**src/rtl/tech_sync_filter_if.sv**
```systemverilog
// Channel bundle for tech_sync_filter: raw pad inputs and bypass in,
// synchronized level, filtered level and edge pulses out.
interface tech_sync_filter_if #(
    parameter int WIDTH = 1
);
    logic             filter_bypass_i;
    logic [WIDTH-1:0] signal_i;
    logic [WIDTH-1:0] signal_sync_o;
    logic [WIDTH-1:0] signal_filt_o;
    logic [WIDTH-1:0] rise_o;
    logic [WIDTH-1:0] fall_o;

    modport master (
        output filter_bypass_i,
        output signal_i,
        input  signal_sync_o,
        input  signal_filt_o,
        input  rise_o,
        input  fall_o
    );

    modport slave (
        input  filter_bypass_i,
        input  signal_i,
        output signal_sync_o,
        output signal_filt_o,
        output rise_o,
        output fall_o
    );
endinterface

```
**src/rtl/tech_sync_filter.sv**
```systemverilog
// Multi-channel pad conditioner: per-bit synchronizer chain, then a
// consecutive-mismatch glitch filter with registered rise/fall pulses.
module tech_sync_filter #(
    parameter int               WIDTH      = 1,
    parameter int               SYNC_DEPTH = 2,
    parameter int               FILTER_LEN = 4,
    parameter logic [WIDTH-1:0] RESET_VAL  = '0
) (
    input  logic              clk,
    input  logic              rst,
    tech_sync_filter_if.slave sf_if
);

    localparam int              CNT_W    = $clog2(FILTER_LEN + 1);
    localparam logic [CNT_W-1:0] CNT_LAST = CNT_W'(FILTER_LEN - 1);

    generate
        if (SYNC_DEPTH < 2) begin : g_bad_depth
            $error("tech_sync_filter: SYNC_DEPTH must be >= 2");
        end
        if (FILTER_LEN < 1) begin : g_bad_len
            $error("tech_sync_filter: FILTER_LEN must be >= 1");
        end
    endgenerate

    logic [WIDTH-1:0] sync_q [SYNC_DEPTH];
    logic [WIDTH-1:0] sync_last;

    logic [WIDTH-1:0] filt_q, filt_d;
    logic [WIDTH-1:0] rise_q, rise_d;
    logic [WIDTH-1:0] fall_q, fall_d;
    logic [CNT_W-1:0] cnt_q [WIDTH];
    logic [CNT_W-1:0] cnt_d [WIDTH];

    always_ff @(posedge clk or posedge rst) begin
        if (rst) begin
            for (int s = 0; s < SYNC_DEPTH; s++) begin
                sync_q[s] <= RESET_VAL;
            end
        end else begin
            sync_q[0] <= sf_if.signal_i;
            for (int s = 1; s < SYNC_DEPTH; s++) begin
                sync_q[s] <= sync_q[s-1];
            end
        end
    end

    assign sync_last = sync_q[SYNC_DEPTH-1];

    // A channel only adopts the synced level after FILTER_LEN consecutive
    // mismatching edges; any agreement (or bypass) drops the count to zero.
    always_comb begin
        filt_d = filt_q;
        for (int i = 0; i < WIDTH; i++) begin
            cnt_d[i] = '0;
            if (sf_if.filter_bypass_i) begin
                filt_d[i] = sync_last[i];
            end else if (sync_last[i] != filt_q[i]) begin
                if (cnt_q[i] == CNT_LAST) begin
                    filt_d[i] = sync_last[i];
                end else begin
                    cnt_d[i] = cnt_q[i] + CNT_W'(1);
                end
            end
        end
        rise_d = ~filt_q & filt_d;
        fall_d = filt_q & ~filt_d;
    end

    always_ff @(posedge clk or posedge rst) begin
        if (rst) begin
            filt_q <= RESET_VAL;
            rise_q <= '0;
            fall_q <= '0;
            for (int i = 0; i < WIDTH; i++) begin
                cnt_q[i] <= '0;
            end
        end else begin
            filt_q <= filt_d;
            rise_q <= rise_d;
            fall_q <= fall_d;
            for (int i = 0; i < WIDTH; i++) begin
                cnt_q[i] <= cnt_d[i];
            end
        end
    end

    assign sf_if.signal_sync_o = sync_last;
    assign sf_if.signal_filt_o = filt_q;
    assign sf_if.rise_o        = rise_q;
    assign sf_if.fall_o        = fall_q;

endmodule

```
**src/flat_wrapper.sv**
```systemverilog
// flat-port wrapper written by rule: the top's interface ports become plain ports
module tech_sync_filter_flat 
#(
    parameter int               WIDTH      = 1,
    parameter int               SYNC_DEPTH = 2,
    parameter int               FILTER_LEN = 4,
    parameter logic [WIDTH-1:0] RESET_VAL  = '0
)
  (clk, rst, sf_if_filter_bypass_i, sf_if_signal_i, sf_if_signal_sync_o, sf_if_signal_filt_o, sf_if_rise_o, sf_if_fall_o);
  tech_sync_filter_if #(.WIDTH(WIDTH)) sf_if_i ();
  input  logic clk;
  input  logic rst;
  input wire logic [$bits(sf_if_i.filter_bypass_i)-1:0] sf_if_filter_bypass_i;
  input wire logic [$bits(sf_if_i.signal_i)-1:0] sf_if_signal_i;
  output wire logic [$bits(sf_if_i.signal_sync_o)-1:0] sf_if_signal_sync_o;
  output wire logic [$bits(sf_if_i.signal_filt_o)-1:0] sf_if_signal_filt_o;
  output wire logic [$bits(sf_if_i.rise_o)-1:0] sf_if_rise_o;
  output wire logic [$bits(sf_if_i.fall_o)-1:0] sf_if_fall_o;
  assign sf_if_i.filter_bypass_i = sf_if_filter_bypass_i;
  assign sf_if_i.signal_i = sf_if_signal_i;
  assign sf_if_signal_sync_o = sf_if_i.signal_sync_o;
  assign sf_if_signal_filt_o = sf_if_i.signal_filt_o;
  assign sf_if_rise_o = sf_if_i.rise_o;
  assign sf_if_fall_o = sf_if_i.fall_o;
  tech_sync_filter #(.WIDTH(WIDTH), .SYNC_DEPTH(SYNC_DEPTH), .FILTER_LEN(FILTER_LEN), .RESET_VAL(RESET_VAL)) u_core (.clk(clk), .rst(rst), .sf_if(sf_if_i));
endmodule
```
**config.mk**
```make
export PLATFORM = sky130hd
export DESIGN_NAME = tech_sync_filter_flat
export DESIGN_NICKNAME = d
export VERILOG_FILES = /design/src/rtl/tech_sync_filter_if.sv /design/src/rtl/tech_sync_filter.sv /design/src/flat_wrapper.sv
export SDC_FILE = /design/constraint.sdc
export NUM_CORES = 1
export LEC_CHECK = 0
export ABC_AREA = 1
export CELL_PAD_IN_SITES_DETAIL_PLACEMENT = 0
export CELL_PAD_IN_SITES_GLOBAL_PLACEMENT = 1
export CORE_AREA = 2 2 39 41
export CTS_BUF_LIST = sky130_fd_sc_hd__clkbuf_4
export DETAILED_ROUTE_END_ITERATION = 8
export DIE_AREA = 0 0 41 43
export PLACE_DENSITY_LB_ADDON = 0.1
export REMOVE_ABC_BUFFERS = 1
export SLEW_MARGIN = 20
export SYNTH_ARGS = -nofsm -noshare
export SYNTH_HDL_FRONTEND = slang
export SYNTH_SLANG_ARGS = --single-unit
export TNS_END_PERCENT = 10
```
**constraint.sdc**
```tcl
create_clock -name clk -period 2.1 [get_ports clk]
set_input_delay 0.315 -clock clk [delete_from_list [all_inputs] [get_ports clk]]
set_output_delay 0.315 -clock clk [all_outputs]
set_load 0.05 [all_outputs]
```
# ---- Word-level counts from Yosys, hierarchy flattened
# Index checks and enable logic that the tools add are counted.
dict set report op_classes {
  bitwise 4
  n_addsub 1
  mux 6
  n_eq_ne 2
}
# cell count
set ops {}
lappend ops {{2-to-1 mux 3 bit} 3}
lappend ops {{adder 3 x 1 -> 3 bit, second input constant} 1}
lappend ops {{equality test 3 x 2 -> 1 bit, second input constant} 1}
lappend ops {{2-to-1 mux 1 bit} 3}
lappend ops {{bitwise AND 1 bit} 2}
lappend ops {{inverter 1 bit} 2}
lappend ops {{inequality test 1 bit} 1}
dict set report word_totals {
  output_inout_bits 4
  elab_cells 19
  in_bits 4
  ff_bits 8
}

# ---- Longest topological paths before layout
# Gate-level depths: netlist of the first run.
dict set report depth {
  word_depth 6
  mapped_depth 7
  depth_no_buf 7
}

# ---- Worst setup path after synthesis of the first run
# No wires, ideal clock.
dict set report synth_timing {
  path_kind {register to register}
  from {register u_core.sync_q, in the netlist u_core.sf_if.signal_sync_o}
  to {register u_core.cnt_q[0] (netlist name)}
  setup_time_ps 113
  arrival_ps 988
  period_less_slack_ps 1101
  path_buffers 0
  slack_ps 999
  stages_incl_launch_ff 6
  required_time_ps 1987
  cell_sequence {dfrtp_1 > inv_1 > nand2_1 > nand2_2 > nand2_1 > nor2_2}
}
# item line
set synth_lines {}
lappend synth_lines {{from (decl)} tech_sync_filter.sv:26} ;# logic [WIDTH-1:0] sync_q [SYNC_DEPTH];
lappend synth_lines {{from (signal, indexed assignment)} tech_sync_filter.sv:43} ;# sync_q[s] <= sync_q[s-1];
lappend synth_lines {{to (signal, indexed assignment)} tech_sync_filter.sv:83} ;# cnt_q[i] <= cnt_d[i];
lappend synth_lines {{to (decl)} tech_sync_filter.sv:32} ;# logic [CNT_W-1:0] cnt_q [WIDTH];

# ---- Worst setup path in the final report of the first run
dict set report layout_timing {
  from {register u_core.sync_q, in the netlist u_core.sf_if.signal_sync_o}
  to {output sf_if_signal_sync_o}
}
# item line
set layout_lines {}
lappend layout_lines {{to (decl)} flat_wrapper.sv:15} ;# output wire logic [$bits(sf_if_i.signal_sync_o)-1:0] sf_if_signal_sync_o;
# No word-level cell between the ends.

==> impl_results.md, run 1 <==
- Slew margin rel.: 0.670
- Port bufs: 7
- Clk Latency, worst-skew pair: approximately 0.25 ns
- Final HPWL DP: about 470 um
- Die H: approximately 43 um
- Cell internal pwr: approximately 250 uW
- Syn Inst Count: 35
- Synth warn: 0
- Worst VDD drop: between 200 and 300 uV
- Avg WL per Cell: 9.97 um
- Inst Count DP: 58
- CTS clock-pin slew for the worst setup and hold paths: around 0.050 ns
- Final setup TNS: 0 ns
- Starting Density: 0.242
- Pwr Density: between 700 and 800 nW/um^2
- Die W: approximately 41 um
- Routed Antenna Nets: 0
- Setup crit start kind: register
- RSZ-0062 raised after global routing: no
- Initial antenna violation count: 0
- Final hold viol count: 0
- Final period demand of the worst path: 1.76 ns
- DR pass1 iterations: 2
- Worst path arrival time: 1.44 ns
- Max Clk Rate: 568 MHz
- CP endpoint kind: primary output
- First-pass GRT wire length: 1.08 mm
- Final GP Congestion: ~0.63
- Combinational power share: 0.173
- CP max-delay cell: clkdlybuf4s50_1
- Run status: completed
- Min-Delay Path Class: input pin to asynchronous set/reset pin
- Post-route DRC: 0
- Delay-heaviest family, CP: buffers and inverters
- PostCTS Resize Cnt: 0
- Synth area leader: dfrtp_1
- I/O Pins: 8
- Filler cells: 150
- Post-CTS setup buffers: 0
- CTS tree: yes
- Top-area cell type share of the netlist area: 0.597
- Sequential Power Share: 0.481
- Fin area: ~450 sq um
- Fin. max-slew vios: 0
- Layout cell share with drive strength beyond 1: 0.289
- Clock sinks: 8
- Final setup violation count: 0
- Area Growth Syn to Fin: 33.6%
- Max Clock Skew: about 0.0012 ns
- Clock Tree Buf Depth: 2
- Yosys reg bits: 8
- Hold buffer count at cts: 0
- Largest net degree at the start of global routing: 9
- Switch share: 0.281
- Vias/cell: ~4
- Syn avg cell area: 9.58 sq um
- Lkg Pwr: about 0.00023 uW
- Number of DRC markers in iteration 0: 1
- Vias in the first global route: 255
- CTS H-tree depth: 1
- Synth area leaders: dfrtp_1 (60%), inv_1 (6.7%), nand2_1 (6.7%), nand2_2 (5.6%), nor2_2 (5.6%)
- # diodes: 0
- Critical path, cell by cell: clkdlybuf4s50_1
- Post-Place Cell Area: between 400 and 500 sq um
- Final Cycle Share: 0.838
- Worst slew pin tran: 0.494 ns
- Worst-path maximum fanout: 3
- Register area share after synthesis: 0.597
- Crit Path Class: register to primary output
- Cell Count, Final, Fillers Out: ~60
- Remaining Overflow, GRT: 0
- CTS Buf Count: 3
- Core area: between 1000 and 1500 sq um
- CP required: ~1.8 ns
- Maxcap violations: 0
- Buf/Inv on CP: 1
- Tot GR Track Use: 0.102
- Total wire length: around 610 um
- DR vias: around 240
- Fin nets: 52
- Layout Utilization: 0.324
- Synth cell types: 10
- Die area: between 1500 and 2000 sq um
- Clk pwr share: 0.346
- Max stage delay on crit path: a little over 0.8 ns
- Switch Pwr: between 90 and 100 uW
- Rows: 14
- Clock root buffer: clkbuf_4
- Synthesized area: roughly 340 sq um
-- Yosys cell counts --
| cell | instances |
|---|---|
| nor2_2 | 3 |
| dfrtp_1 | 8 |
| inv_1 | 6 |
| nand2_2 | 3 |
| inv_2 | 3 |
| nand2_1 | 6 |
| nor2_1 | 2 |
| nand2_4 | 1 |
| nand3_1 | 2 |
| ha_1 | 1 |
-- power by group through the flow --
stage          sequential, uW  clock [uW]  combinational (uW)
4_1_cts                   166         128                60.9
3_5_place_dp              169           0                60.7
3_3_place_gp              169           0                59.7
6_report                  166         119                59.8
2_1_floorplan             185           0                23.0
5_1_grt                   168         134                65.3
-- final cells by class --
| class | count | area [sq um] | area share |
|---|---|---|---|
| clock buffers | 3 | 22.5 | 0.0503 |
| inverters | 9 | 33.8 | 0.0754 |
| multi-input cells | 18 | 101 | 0.226 |
| flip-flops and latches | 8 | 200 | 0.447 |
| well taps | 16 | 20.0 | 0.0447 |
| repair buffers | 7 | 70.1 | 0.156 |
-- metrics by stage --
| stage | total power [uW] | setup WS, ns | hold WS, ns |
|---|---|---|---|
| floorplan | 208 | 0.999 | 0.131 |
| global placement | 229 | 0.640 | 0.345 |
| detailed placement | 230 | 0.624 | 0.344 |
| CTS | 355 | 0.339 | 0.313 |
| global route | 367 | 0.297 | 0.340 |
| finish | 345 | 0.340 | 0.309 |
-- cells in the final DEF (no fill, tap or decap) --
cell             count
inv_1                6
nand3_1              2
ha_1                 1
nor2_2               3
nor2_1               2
dfrtp_1              8
nand2_4              1
inv_2                3
nand2_2              3
clkdlybuf4s50_1      7
clkbuf_4             3
nand2_1              6
-- registers in the layout, indices dropped and copies added, names as in the netlist --
register and count:
u_core.sf_if.signal_filt_o 1, u_core.sf_if.signal_sync_o 1, u_core.sf_if.rise_o 1, u_core.cnt_q 3, u_core.sf_if.fall_o 1, u_core.sync_q 1
-- final timing paths --
path	start	slack [ns]	cells after the start	to
worst max register to register	u_core.cnt_q[0]$_DFF_PP0_	1.03	7	u_core.sf_if.signal_filt_o$_DFF_PP0_
worst min-delay path	rst	0.31	2	u_core.cnt_q[0]$_DFF_PP0_
worst min register to register	u_core.sync_q[1]$_DFF_PP0_	0.35	0	u_core.sf_if.signal_sync_o$_DFF_PP0_
min in group clk	u_core.sync_q[1]$_DFF_PP0_	0.35	0	u_core.sf_if.signal_sync_o$_DFF_PP0_
worst max-delay path	u_core.sf_if.signal_sync_o$_DFF_PP0_	0.34	1	sf_if_signal_sync_o
max in group asynchronous	rst	1.55	2	u_core.sf_if.signal_filt_o$_DFF_PP0_
-- logic make-up after synthesis --
group,Yosys count,share of synthesized area
DFF,8,0.597
buffers and inverters,9,0.101
and+or+nand+nor,17,0.265
adders and majority gates,1,0.0373
-- layer usage --
layer | track usage | wire [um]
met1 | 0.127 | 268
met3 | 0.0471 | 29
met2 | 0.119 | 287
met5 | 0 | 0
met4 | 0.100 | 22
Note: power is estimated with default switching activity, not from simulation.
==> inputs of run 2 (changes only) <==
- clock period: 2.1 -> 1.8 ns (I/O delays scaled with it)
==> run 2 against run 1 <==
Non-clock buffer count did not move. Sequential share of layout area rose by 0.51 points. Critical path type unchanged. Highest routed layer unchanged. Power is 14% higher.
==> impl_results.md, run 2 (synthesis results as in run 1) <==
- Biggest register: u_core.cnt_q
- Buf/Inv on CP: 1 (unchanged)
- Critical path, cell by cell: clkdlybuf4s50_1
- Filler cells: 153 (+2.0%)
- DR vias: 223 (-7.5%)
- Sequential Power Share: 0.494 (+0.013)
- Layout cell share with drive strength beyond 1: 0.333 (+0.0444)
- Delay-heaviest family, CP: buffers and inverters
- Post-CTS setup buffers: 0 (unchanged)
- Cell internal pwr: 288 uW (+16%)
- R2R cell count: 7 (unchanged)
- I/O Pins: 8 (unchanged)
- Remaining Overflow, GRT: 0 (unchanged)
- Total wire length: 530 um (-13%)
- CP endpoint kind: primary output
- # diodes: 0 (unchanged)
- Lkg Pwr: 0.000230 uW (+0.68%)
- Worst path arrival time: 1.35 ns (-0.09 ns)
- Port bufs: 7 (unchanged)
- Final HPWL DP: 451 um (-4.0%)
- First-pass GRT wire length: 966 um (-10%)
- Max Clk Rate: around 620 MHz
- Clock sinks: 8 (unchanged)
- Area of the multi-input gates: 101 sq um (unchanged)
- CTS Buf Count: 3 (unchanged)
- Max stage delay on crit path: 0.79 ns (-0.02 ns)
- Setup crit start kind: register
- Final period demand of the worst path: 1.62 ns
- Commonest cells after routing, fill and taps aside: dfrtp_1 (8), nand2_1 (6), inv_1 (6)
- Reg2reg setup slack: 0.77 ns (-0.26 ns)
- Routed Antenna Nets: 0 (unchanged)
- CP max-delay cell: clkdlybuf4s50_1
- Worst VDD drop: 297 uV (+16%)
- Max Clock Skew: 0.00329 ns (+0.00213 ns)
- Tot GR Track Use: 0.0913 (-0.0102)
- Hold buffer count at cts: 0 (unchanged)
- Fin. max-slew vios: 0 (unchanged)
- Vias in the first global route: 240 (-5.9%)
- Die H: 43 um (unchanged)
- Post-Place Worst Slack: 0.438 ns (-0.185 ns)
- Min-Delay Path Class: input pin to asynchronous set/reset pin
- Starting Density: 0.242 (unchanged)
- Max reg flops: 3 (unchanged)
- Final setup TNS: 0 ns (unchanged)
- Final Cycle Share: 0.900
- Avg WL per Cell: 8.69 um (-13%)
- Final hold viol count: 0 (unchanged)
- RR Startpoint: u_core.cnt_q[0]$_DFF_PP0_
- CTS tree: yes
- Core area: 1380 sq um (unchanged)
- Run status: completed
- Final GP Congestion: 0.649 (+3.5%)
- Final setup violation count: 0 (unchanged)
- Switch share: 0.266 (-0.0151)
- CTS clock-pin slew for the worst setup and hold paths: 0.05 ns (about the same)
- Area Growth Syn to Fin: 32.1%
- DR pass1 iterations: 1 (-1)
- Rows: 14 (unchanged)
- Sequential cell area: 200 sq um (unchanged)
- Worst-path maximum fanout: 1 (-2)
- Initial antenna violation count: 0 (unchanged)
- Pwr Density: 886 nW/um^2 (+15%)
- RSZ-0062 raised after global routing: no
- Clk Latency, worst-skew pair: 0.25 ns (about the same)
- Clk pwr share: 0.334 (-0.012)
- PostCTS Resize Cnt: 0 (unchanged)
- Maxcap violations: 0 (unchanged)
- Most common cell after layout, fill and taps aside: dfrtp_1
- Combinational power share: 0.171 (-0.002)
- Crit Path Class: register to primary output
- Worst slew pin tran: 0.493 ns (-0.00104 ns)
- Number of DRC markers in iteration 0: 0 (-1)
- Post-route setup slack: 0.180 ns (-0.161 ns)
- Clock Tree Buf Depth: 2 (unchanged)
- Die area: 1760 sq um (unchanged)
- Fin nets: 52 (unchanged)
- CTS H-tree depth: 1 (unchanged)
- CP required: 1.53 ns (-0.25 ns)
- Die W: 41 um (unchanged)
- Clock root buffer: clkbuf_4
- Slew margin rel.: 0.671 (+0.000692)
- Hold WS: 0.266 ns (-0.0435 ns)
- Post-route DRC: 0 (unchanged)
- RR Endpoint: u_core.sf_if.signal_filt_o$_DFF_PP0_
- Vias/cell: 3.66 (-7.5%)
- Largest net degree at the start of global routing: 9 (unchanged)
- Switch Pwr: 104 uW (+7.5%)
==> run 2: cell types whose count changed in the layout (fill, tap and decap cells not counted), sizes merged <==
cell           delta
buf               +2
clkdlybuf4s50     -2
==> run 2: metal layers <==
layer	vias to the layer above	part of all wire	wire, um	global-route usage
li1	123	-	-	-
met1	91	0.39	208	0.103
met2	6	0.52	277	0.119
met3	3	0.045	24	0.0471
met4	0	0.036	19	0.0800
met5	-	0	0	0
==> run 2: layout make-up <==
cell class,instances,share of cell area
flip-flops and latches,8,0.452
multi-input cells,18,0.229
clock buffers,3,0.0508
well taps,16,0.0452
inverters,9,0.0763
repair buffers,7,0.147
==> run 2: power by group through the flow <==
stage,clock network [uW],registers (uW),logic (uW)
after CTS,141,194,69.1
after global routing,156,195,72.7
after floorplan,0,216,26.8
final,131,194,67.2
after detailed placement,0,197,68.8
after global placement,0,197,68.4
==> run 2: how the worst max path moves through the flow <==
| stage | from | end | slack (ns) | depth (start not counted) |
|---|---|---|---|---|
| after floorplan | u_core.sf_if.signal_sync_o$_DFF_PP0_ | u_core.cnt_q[0]$_DFF_PP0_ | 0.70 | 5 |
| after global placement | u_core.sf_if.rise_o$_DFF_PP0_ | sf_if_rise_o | 0.44 | 1 |
| after detailed placement | u_core.sf_if.fall_o$_DFF_PP0_ | sf_if_fall_o | 0.44 | 1 |
| after CTS | u_core.sf_if.rise_o$_DFF_PP0_ | sf_if_rise_o | 0.17 | 1 |
| after global routing | u_core.sf_if.rise_o$_DFF_PP0_ | sf_if_rise_o | 0.12 | 1 |
| final | u_core.sf_if.rise_o$_DFF_PP0_ | sf_if_rise_o | 0.18 | 1 |
==> run 2: per-stage QoR <==
step | cell area [sq um] | total power, uW | instances | utilization
floorplan | 335 | 243 | 35 | -
global placement | 420 | 266 | 58 | 0.304
detailed placement | 420 | 266 | 58 | 0.304
CTS | 443 | 404 | 61 | 0.320
global route | 443 | 424 | 61 | 0.320
finish | 443 | 393 | 61 | 0.320
==> inputs of run 3 (changes only) <==
- SLEW_MARGIN: 20 -> default
==> results of run 3 <==
The final DEF is identical to that of run 2; final timing and power are the same.
